--- src/rtl/multi_serial_pkg.sv ---
// Shared constants for the multi-port serial hub: global register offsets and coalescer states.
package multi_serial_pkg;

  localparam int unsigned PORT_NUM_MAX = 16;

  localparam logic [6:0] IPEND_LO     = 7'h00;
  localparam logic [6:0] IPEND_HI     = 7'h01;
  localparam logic [6:0] IMASK_LO     = 7'h02;
  localparam logic [6:0] IMASK_HI     = 7'h03;
  localparam logic [6:0] HOLDOFF_LO   = 7'h04;
  localparam logic [6:0] HOLDOFF_HI   = 7'h05;
  localparam logic [6:0] PORT_NUM_REG = 7'h06;
  localparam logic [6:0] FSM_STATE    = 7'h07;
  localparam logic [6:0] IRQCNT_LO    = 7'h08;
  localparam logic [6:0] IRQCNT_HI    = 7'h09;

  typedef enum logic [1:0] {
    StIdle = 2'd0,
    StHold = 2'd1,
    StFire = 2'd2
  } irq_state_e;

endpackage

--- src/rtl/multi_serial_irq_coalesce.sv ---
// Interrupt hold-off FSM: delays irq by a programmable count after activity appears.
// MULTI_SERIAL_HUB_STATS_EN adds a saturating count of FIRE entries.
module multi_serial_irq_coalesce
  import multi_serial_pkg::*;
#(
  parameter int unsigned HOLDOFF_W = 16
) (
  input  logic                 clk_i,
  input  logic                 rst_i,
  input  logic                 act_i,
  input  logic [HOLDOFF_W-1:0] holdoff_i,
`ifdef MULTI_SERIAL_HUB_STATS_EN
  input  logic                 irqcnt_clr_i,
  output logic [15:0]          irqcnt_o,
`endif
  output logic                 irq_o,
  output irq_state_e           state_o
);

  irq_state_e           state_q;
  logic [HOLDOFF_W-1:0] cnt_q;
  logic                 irq_q;

  always_ff @(posedge clk_i) begin
    if (rst_i) begin
      state_q <= StIdle;
      cnt_q   <= '0;
      irq_q   <= 1'b0;
    end else begin
      case (state_q)
        StIdle: begin
          if (act_i) begin
            if (holdoff_i == '0) begin
              state_q <= StFire;
              irq_q   <= 1'b1;
            end else begin
              // Count is latched here so later HOLDOFF writes do not disturb it.
              state_q <= StHold;
              cnt_q   <= holdoff_i;
            end
          end
        end
        StHold: begin
          if (!act_i) begin
            state_q <= StIdle;
          end else if (cnt_q == HOLDOFF_W'(1)) begin
            state_q <= StFire;
            irq_q   <= 1'b1;
          end else begin
            cnt_q <= cnt_q - HOLDOFF_W'(1);
          end
        end
        StFire: begin
          if (!act_i) begin
            state_q <= StIdle;
            irq_q   <= 1'b0;
          end
        end
        default: begin
          state_q <= StIdle;
          irq_q   <= 1'b0;
        end
      endcase
    end
  end

  assign irq_o   = irq_q;
  assign state_o = state_q;

`ifdef MULTI_SERIAL_HUB_STATS_EN
  logic        fire_enter;
  logic [15:0] irqcnt_q;

  assign fire_enter = act_i && (((state_q == StIdle) && (holdoff_i == '0)) ||
                                ((state_q == StHold) && (cnt_q == HOLDOFF_W'(1))));

  always_ff @(posedge clk_i) begin
    if (rst_i || irqcnt_clr_i) begin
      irqcnt_q <= '0;
    end else if (fire_enter && (irqcnt_q != 16'hFFFF)) begin
      irqcnt_q <= irqcnt_q + 16'd1;
    end
  end

  assign irqcnt_o = irqcnt_q;
`endif

endmodule

--- src/rtl/multi_serial_hub.sv ---
// Byte-bus fan-out to PORT_NUM UART register blocks plus a global interrupt register block.
// Build option MULTI_SERIAL_HUB_STATS_EN exposes an IRQ counter at global 0x08/0x09.
module multi_serial_hub
  import multi_serial_pkg::*;
#(
  parameter int unsigned PORT_NUM  = 8,
  parameter int unsigned PORT_AW   = 3,
  parameter int unsigned HOLDOFF_W = 16
) (
  input  logic                    aclk,
  input  logic                    areset,
  input  logic [7:0]              wb_adr_i,
  input  logic [7:0]              wb_dat_i,
  input  logic                    wb_we_i,
  input  logic                    wb_re_i,
  output logic [7:0]              wb_dat_o,
  output logic                    wb_ack_o,
  output logic [PORT_AW-1:0]      port_adr_o,
  output logic [7:0]              port_dat_o,
  output logic [PORT_NUM-1:0]     port_we_o,
  output logic [PORT_NUM-1:0]     port_re_o,
  input  logic [8*PORT_NUM-1:0]   port_dat_i,
  input  logic [PORT_NUM-1:0]     port_int_i,
  output logic                    irq_o
);

  localparam int unsigned IdxW     = 7 - PORT_AW;
  localparam logic [15:0] PortMask = 16'((32'd1 << PORT_NUM) - 32'd1);

  logic                 is_glb, rd_stb, glb_we, act;
  logic [IdxW-1:0]      idx;
  logic [6:0]           goff;
  logic [7:0]           port_rdata, glb_rdata, rd_data;
  logic [7:0]           wb_dat_q;
  logic                 wb_ack_q;
  logic [15:0]          ipend_q, ipend_d, imask_q, imask_d, w1c;
  logic [HOLDOFF_W-1:0] holdoff_q, holdoff_d;
  logic [15:0]          holdoff16, holdoff16_d;
  irq_state_e           irq_state;

  assign is_glb     = wb_adr_i[7];
  assign idx        = wb_adr_i[6:PORT_AW];
  assign goff       = wb_adr_i[6:0];
  assign rd_stb     = wb_re_i & ~wb_we_i;  // write wins a simultaneous strobe
  assign glb_we     = wb_we_i & is_glb;
  assign port_adr_o = wb_adr_i[PORT_AW-1:0];
  assign port_dat_o = wb_dat_i;
  assign holdoff16  = 16'(holdoff_q);

  always_comb begin
    port_we_o  = '0;
    port_re_o  = '0;
    port_rdata = 8'h00;
    for (int i = 0; i < PORT_NUM; i++) begin
      if (!is_glb && (idx == IdxW'(i))) begin
        port_we_o[i] = wb_we_i;
        port_re_o[i] = rd_stb;
        port_rdata   = port_dat_i[8*i +: 8];
      end
    end
  end

  always_comb begin
    w1c         = '0;
    imask_d     = imask_q;
    holdoff16_d = holdoff16;
    if (glb_we) begin
      case (goff)
        IPEND_LO:   w1c[7:0]          = wb_dat_i;
        IPEND_HI:   w1c[15:8]         = wb_dat_i;
        IMASK_LO:   imask_d[7:0]      = wb_dat_i;
        IMASK_HI:   imask_d[15:8]     = wb_dat_i;
        HOLDOFF_LO: holdoff16_d[7:0]  = wb_dat_i;
        HOLDOFF_HI: holdoff16_d[15:8] = wb_dat_i;
        default: ;
      endcase
    end
    // A new interrupt in the same cycle as its W1C keeps the bit set.
    ipend_d   = ((ipend_q & ~w1c) | 16'(port_int_i)) & PortMask;
    holdoff_d = holdoff16_d[HOLDOFF_W-1:0];
  end

`ifdef MULTI_SERIAL_HUB_STATS_EN
  logic [15:0] irqcnt;
`endif

  always_comb begin
    glb_rdata = 8'h00;
    case (goff)
      IPEND_LO:     glb_rdata = ipend_q[7:0];
      IPEND_HI:     glb_rdata = ipend_q[15:8];
      IMASK_LO:     glb_rdata = imask_q[7:0] & PortMask[7:0];
      IMASK_HI:     glb_rdata = imask_q[15:8] & PortMask[15:8];
      HOLDOFF_LO:   glb_rdata = holdoff16[7:0];
      HOLDOFF_HI:   glb_rdata = holdoff16[15:8];
      PORT_NUM_REG: glb_rdata = 8'(PORT_NUM);
      FSM_STATE:    glb_rdata = {irq_state, 6'b0};
`ifdef MULTI_SERIAL_HUB_STATS_EN
      IRQCNT_LO:    glb_rdata = irqcnt[7:0];
      IRQCNT_HI:    glb_rdata = irqcnt[15:8];
`endif
      default:      glb_rdata = 8'h00;
    endcase
    rd_data = is_glb ? glb_rdata : port_rdata;
  end

  always_ff @(posedge aclk) begin
    if (areset) begin
      wb_dat_q  <= 8'h00;
      wb_ack_q  <= 1'b0;
      ipend_q   <= '0;
      imask_q   <= 16'hFFFF;
      holdoff_q <= '0;
    end else begin
      wb_ack_q  <= wb_we_i | wb_re_i;
      if (rd_stb) wb_dat_q <= rd_data;
      ipend_q   <= ipend_d;
      imask_q   <= imask_d;
      holdoff_q <= holdoff_d;
    end
  end

  assign wb_dat_o = wb_dat_q;
  assign wb_ack_o = wb_ack_q;
  assign act      = |(ipend_q & imask_q);

  multi_serial_irq_coalesce #(
    .HOLDOFF_W(HOLDOFF_W)
  ) u_coalesce (
    .clk_i        (aclk),
    .rst_i        (areset),
    .act_i        (act),
    .holdoff_i    (holdoff_q),
`ifdef MULTI_SERIAL_HUB_STATS_EN
    .irqcnt_clr_i (glb_we && (goff == IRQCNT_LO)),
    .irqcnt_o     (irqcnt),
`endif
    .irq_o        (irq_o),
    .state_o      (irq_state)
  );

endmodule

--- config.mk ---
export PLATFORM = sky130hd
export DESIGN_NAME = multi_serial_hub
export DESIGN_NICKNAME = d
export VERILOG_FILES = /design/src/rtl/multi_serial_pkg.sv /design/src/rtl/multi_serial_irq_coalesce.sv /design/src/rtl/multi_serial_hub.sv
export SDC_FILE = /design/constraint.sdc
export NUM_CORES = 1
export LEC_CHECK = 0
export CORE_AREA = 5 5 75 129
export CTS_CLUSTER_SIZE = 24
export DETAILED_ROUTE_END_ITERATION = 10
export DIE_AREA = 0 0 80 134
export GPL_TIMING_DRIVEN = 0
export PLACE_DENSITY = 0.85
export SLEW_MARGIN = 20
export SYNTH_ARGS = -nofsm -noshare
export SYNTH_HDL_FRONTEND = slang
export SYNTH_SLANG_ARGS = --single-unit
export TNS_END_PERCENT = 1
--- constraint.sdc ---
create_clock -name aclk -period 2.7 [get_ports aclk]
set_input_delay 0.405 -clock aclk [delete_from_list [all_inputs] [get_ports aclk]]
set_output_delay 0.405 -clock aclk [all_outputs]
set_load 0.01 [all_outputs]
==> results.md, run 1 <==
* Outcome: finished, violations left
* Failing checks: negative setup slack
* Worst-Margin Slew at 585 ps
* H-tree Lvls at 3
* Die area at 10700 µm²
* Ys async rst share at 0
* # clock sinks at 60
* Die span in x at 80 µm
* First-pass GRT wire length at roughly 25000 µm
* Flop2flop setup slack at roughly 200 ps
* Final setup viols at 1
* CP max FO at 7
* Routed wire length per instance at 20.3 µm
* Cell mode on critical path: clkdlybuf4s50_1
* CTS buffer count at 9
* Min setup slack post-route at -21.0 ps
* Post-Syn Area per Cell at between 7 and 8 µm²
* Initial antenna violation count at 0
* FF-to-FF End: u_coalesce.cnt_q[10]
* Clock skew at around 5.9 ps
* R2r startpoint: u_coalesce.cnt_q[1]
* Total number of vias at around 4800
* WHS Endpoint: imask_q[7]
* Critical path's largest stage delay at 570 ps
* Crit. End Element: primary output
* Pre-antenna DRT Iters at 9
* Crit path required time at 2300 ps
* Most used DFF post-synth: dfxtp_1
* Clk_lat worst skew at 330 ps
* Residual DRC at 0
* Post-synthesis sequential area ratio at 0.307
* Power Density at 460 nW/µm²
* Buffers on Ports at 125
* Slowest stage cell, crit path: clkdlybuf4s50_1
* Layout cells sized above 1 at 0.115
* Syn nets at 608
* DR vias/cell at 6.14
* Most area-consuming cells after synthesis: dfxtp_1, nand2_1, a21oi_1, o21ai_0, mux2i_1
* WHS at 487 ps
* Min-delay src: imask_q[7]
* Worst Hold Path Cells at 2
* Number of cell rows at 45
* Synth top area share at 0.307
* Synth Warn # at 0
* Starting Density at 0.457
* Worst slew margin at 0.610
* Root Driver: clkbuf_16
* Post-synth cell types at between 60 and 70
* Largest net degree at the start of global routing at 12
* Vias in the first global route at 4793
* Crit path kind: input port to primary output
* Routability cong. at a little under 1
* Die Height at 134 µm
* Mapped Area at 3910 µm²
* Top Ports at 129
* Final Slew Violations at 0
* Reported leakage power at 0.00214 µW
* Gr ovfl total at 0
* CTS clk-pin slew, worst paths at approximately 50 ps
* CTS tree: done
* Max-Cap Viols at 0
* Area grow syn2layout at 46.3%
* Critical-path cell list: clkdlybuf4s50_1 > nor3b_4 > nand3_1 > nor2_1 > clkdlybuf4s50_1
* Reg2reg path depth at 8
* Startpoint Class: input port
* Pre-CTS WS at -406 ps
* CP arrival at roughly 2300 ps
* Area leader, netlist: dfxtp_1
* Bufs on Longest Clock Path at 2
* Fillers at 754
* RSZ-0062 raised after global routing: true
* Synth Register Bits at 60
* Placeable Area at 8560 µm²
* Final min period at 2720 ps
* Hold WC Path Type: flop to flop
* EDFF count, synth at 0
* Fin crit share at 1.01
* Routed Antenna Nets at 0
* Total GRT Usage at 0.296
* Nets at 749
* Final wirelength at about 16000 µm
* Diode count at 0
* Fmax at 0.368 GHz
* Synth Instances at 514
* DPL Wire Length at 12400 µm
* Hold Fails Final Rpt at 0
* Initial DRC count at 290
* Maximum vdd drop at 331 µV
## timing repair
item                                    in CTS  in global routing
endpoints found under the setup margin      16                 13
buffers inserted                             0                  5
gates resized for setup                     14                 11
pin swaps                                    0                  2
hold buffers                                 0                  0
## final cells by class
class,count,area (µm²),area share
Clock buffer,10,229,0.0400
Inverter,9,33.8,0.00591
Timing Repair Buffer,130,1290,0.226
Buffer,52,269,0.0470
Sequential cell,60,1200,0.210
Multi-Input combinational cell,393,2460,0.430
Tap cell,117,146,0.0256
Clock inverter,6,88.8,0.0155
## logic make-up (layout without fill, tap and decap cells)
| kind of cell | count (synthesis) | count (layout) | share of synthesized area |
|---|---|---|---|
| AOI/OAI and AO/OA | 155 | 155 | 0.255 |
| adders and majority gates | 2 | 2 | 0.00640 |
| muxes | 26 | 26 | 0.0838 |
| buffers and inverters | 61 | 207 | 0.0726 |
| and+or+nand+nor | 210 | 210 | 0.275 |
| DFF | 60 | 60 | 0.307 |
## Yosys cell counts, types with 10 or more instances
cell type,instances
a21oi_1,42
clkbuf_1,33
o211ai_1,11
nand4_1,11
dfxtp_1,60
buf_4,11
mux2i_1,17
nand2_1,59
nor4_1,13
nand3_1,27
nor3_1,12
nor2_1,37
o21ai_0,37
o31ai_1,10
a22oi_1,15
## worst max path at each step
stage	slack (ps)	end	cells past startpoint	startpoint
3_5_place_dp	-410	port_we_o[0]	6	wb_we_i
6_report	-20	port_re_o[7]	5	wb_adr_i[6]
4_1_cts	-60	port_re_o[0]	6	wb_adr_i[5]
5_1_grt	-90	port_re_o[7]	5	wb_adr_i[6]
2_1_floorplan	430	u_coalesce.cnt_q[5]	8	u_coalesce.cnt_q[1]
3_3_place_gp	-410	port_we_o[0]	6	wb_we_i
## layer usage
layer,part of all wire,track usage,vias up
li1,-,-,2199
met1,0.34,0.312,2238
met2,0.53,0.537,271
met3,0.069,0.0430,59
met4,0.055,0.180,0
met5,0,0,-
## power by group
group	switching, µW	internal [µW]
Combinational	226	251
Clock	417	807
Sequential	19.8	909
## per-stage QoR
step / util / cell area [µm²] / setup TNS [ps] / total power (µW) / cells
final: 0.668 / 5720 / -21.0 / 2630 / 777
after CTS: 0.661 / 5660 / -135 / 2630 / 772
after global placement: 0.620 / 5310 / -5110 / 1400 / 756
after global routing: 0.668 / 5720 / -294 / 2710 / 777
after floorplan: - / 3910 / 0 / 1150 / 514
after detailed placement: 0.620 / 5310 / -5420 / 1400 / 756
## critical path, delay by kind of cell
family	cells	cell delay, ps
buffers and inverters	2	1110
AND/OR/NAND/NOR	3	800
## flip-flops by register name, indices dropped and copies added, names as in the netlist
signal              flops
u_coalesce.cnt_q       16
ipend_q                 8
imask_q                 8
wb_dat_o                8
holdoff16              16
u_coalesce.irq_o        1
wb_ack_o                1
u_coalesce.state_o      2
## cell usage in the layout (no fill, tap or decap), drive strengths merged, types with 5 or more instances in the layout
master           n
o211ai          11
or3              5
clkbuf          41
mux4             5
o21ai           43
nand4           11
o311ai           6
a21oi           43
and3             9
inv              9
a22oi           16
a31oi            6
nor2            38
buf             26
o31ai           11
dfxtp           60
nor3            13
clkdlybuf4s50  123
mux2i           17
nor4            14
nand3           27
nor2b            9
nand2           60
or4              7
Note: power is estimated with default switching activity, not from simulation.
==> inputs of run 2 (changes only) <==
CORE_AREA = 5 5 98 100   (was 5 5 75 129)
DIE_AREA = 0 0 103 105   (was 0 0 80 134)
==> run 2 against run 1 <==
Net effect: largest cell class unchanged; first-iteration DRC count up 62%; clock-buffer cell count is 3 higher; the flow now finishes without violations; total power down 19%.
==> results.md, run 2 (synthesis gave the netlist of run 1 again) <==
* Die span in x at 103 µm (+29%)
* Residual DRC at 0 (unchanged)
* Routed Antenna Nets at 0 (unchanged)
* Fin crit share at 0.964 (-0.0434)
* Slowest stage cell, crit path: clkdlybuf4s50_1
* Comb pwr share at 0.225 (+0.043)
* Pre-CTS WS at -419 ps (-13.1 ps)
* Buffers on Ports at 125 (unchanged)
* Crit. End Element: primary output
* P_int at 1530 µW (-22%)
* Placeable Area at 8590 µm² (+0.41%)
* Min setup slack post-route at 96.2 ps (+117 ps)
* Switching pwr at 591 µW (-11%)
* Most common cell after layout, fill and taps aside: clkdlybuf4s50_1
* Final wirelength at 14800 µm (-5.9%)
* Multi-input gate area at 2480 µm² (+1.1%)
* CP arrival at 2200 ps (-120 ps)
* Cell mode on critical path: clkdlybuf4s50_1
* Hold Fails Final Rpt at 0 (unchanged)
* Worst-Margin Slew at 769 ps (+184 ps)
* Bufs and invs on worst path at 4 (+2)
* RSZ-0062 raised after global routing: true
* Final Slew Violations at 0 (unchanged)
* Sequential power share at 0.436 (+0.083)
* Crit path required time at 2300 ps (about the same)
* Die Height at 105 µm (-22%)
* First-pass GRT wire length at 23700 µm (-3.4%)
* Critical path's largest stage delay at 560 ps (about the same)
* Worst slew margin at 0.474 (-0.136)
* Total power at 2130 µW (-19%)
* DPL Wire Length at 11400 µm (-8.3%)
* Nets at 747 (-0.27%)
* Pre-antenna DRT Iters at 5 (-4)
* Fillers at 744 (-1.3%)
* Max-Cap Viols at 0 (unchanged)
* CP max FO at 10 (+3)
* Die area at 10800 µm² (+0.89%)
* Vias in the first global route at 4588 (-4.3%)
* H-tree Lvls at 3 (unchanged)
* Critical-path cell list: clkdlybuf4s50_1 > clkbuf_4 > buf_4 > nand2_1 > nor2_1 > clkdlybuf4s50_1
* Reported leakage power at 0.00208 µW (-2.9%)
* Total GRT Usage at 0.275 (-0.0209)
* Outcome: finished clean
* Layout cells sized above 1 at 0.117 (+0.00205)
* Final setup viols at 0 (-1)
* Clock Power Share at 0.339 (-0.126)
* Final min period at 2600 ps (-117 ps)
* DR vias/cell at 6.26 (+2.1%)
* FF+latch area at 1200 µm² (unchanged)
* Cells after DPL at 747 (-1.2%)
* Clock skew at 7.30 ps (+1.43 ps)
* CTS buffer count at 9 (unchanged)
* Root Driver: clkbuf_8
* Critical path's top delay family: buffers and inverters
* # hold bufs at CTS at 0 (unchanged)
* Hold WC Path Type: flop to flop
* Power Density at 381 nW/µm² (-17%)
* CTS tree: done
* Number of cell rows at 34 (-24%)
* Routed wire length per instance at 19.4 µm (-4.4%)
* Initial antenna violation count at 0 (unchanged)
* Commonest non-fill, non-tap cells in the layout: clkdlybuf4s50_1, dfxtp_1, nand2_1, a21oi_1, o21ai_0
* Top Ports at 129 (unchanged)
* Largest net degree at the start of global routing at 11 (-1)
* Routability cong. at 0.954 (-1.6%)
* Fmax at 0.384 GHz (+4.5%)
* Starting Density at 0.455 (-0.00186)
* Initial DRC count at 470 (+62%)
* Gr ovfl total at 0 (unchanged)
* Total number of vias at 4790 (+0.48%)
* Area grow syn2layout at 42.6%
* Maximum vdd drop at 283 µV (-14%)
* Sw Share at 0.278 (+0.0258)
* # clock sinks at 60 (unchanged)
* CTS clk-pin slew, worst paths at 60 ps (about the same)
* Crit path kind: input port to primary output
* Clk_lat worst skew at 340 ps (about the same)
* Diode count at 0 (unchanged)
* Startpoint Class: input port
* Bufs on Longest Clock Path at 2 (unchanged)
* Count of non-filler cells in the finished layout at 765 (-1.5%)
run 2: what timing repair did:
action,CTS,global route
gates cloned,0,0
pin swaps,1,1
gates resized for setup,18,15
setup endpoints to repair,16,14
buffers inserted,0,4
run 2: final timing paths:
| path | startpoint | endpoint | slack, ps | depth (start not counted) |
|---|---|---|---|---|
| setup / recovery | wb_we_i | port_we_o[2] | 100 | 6 |
| hold / removal | imask_q[6] | imask_q[6] | 480 | 2 |
| setup reg to reg | u_coalesce.cnt_q[1] | u_coalesce.cnt_q[14] | 160 | 8 |
| hold reg to reg | imask_q[6] | imask_q[6] | 480 | 2 |
run 2: stage by stage:
stage | cell area, µm² | setup TNS (ps) | hold WS, ps | util
after floorplan | 3910 | 0 | 456 | -
after global placement | 5300 | -5060 | 472 | 0.616
after detailed placement | 5300 | -6030 | 474 | 0.616
after CTS | 5510 | -59.7 | 486 | 0.641
after global routing | 5580 | -54.5 | 510 | 0.649
final | 5580 | 0 | 483 | 0.649
run 2: area by class of cell:
type,instances,share of cell area
Buffer,51,0.0478
Clock buffer,13,0.0285
Clock inverter,2,0.00180
Inverter,9,0.00606
Multi-Input combinational cell,393,0.446
Sequential cell,60,0.215
Tap cell,108,0.0242
Timing Repair Buffer,129,0.230
run 2: metal layers:
layer,GRT usage,wire length [µm]
met5,0,0
met4,0.0925,433
met3,0.0566,1290
met2,0.437,7230
met1,0.370,5880
run 2: power by group through the flow:
stage / combinational (µW) / sequential, µW / clock [µW]
after floorplan: 208 / 944 / 0
after global placement: 449 / 945 / 0
after detailed placement: 456 / 946 / 0
after CTS: 464 / 926 / 720
after global routing: 515 / 929 / 757
final: 479 / 927 / 720
run 2: worst reg2reg max path, stage by stage, from the launching register on:
cell      delay [ps]
dfxtp_1          320
inv_1            120
ha_1             210
or3b_2           460
clkbuf_1         210
nor4_1           500
a21oi_1          150
o311ai_0         330
o31ai_1          120
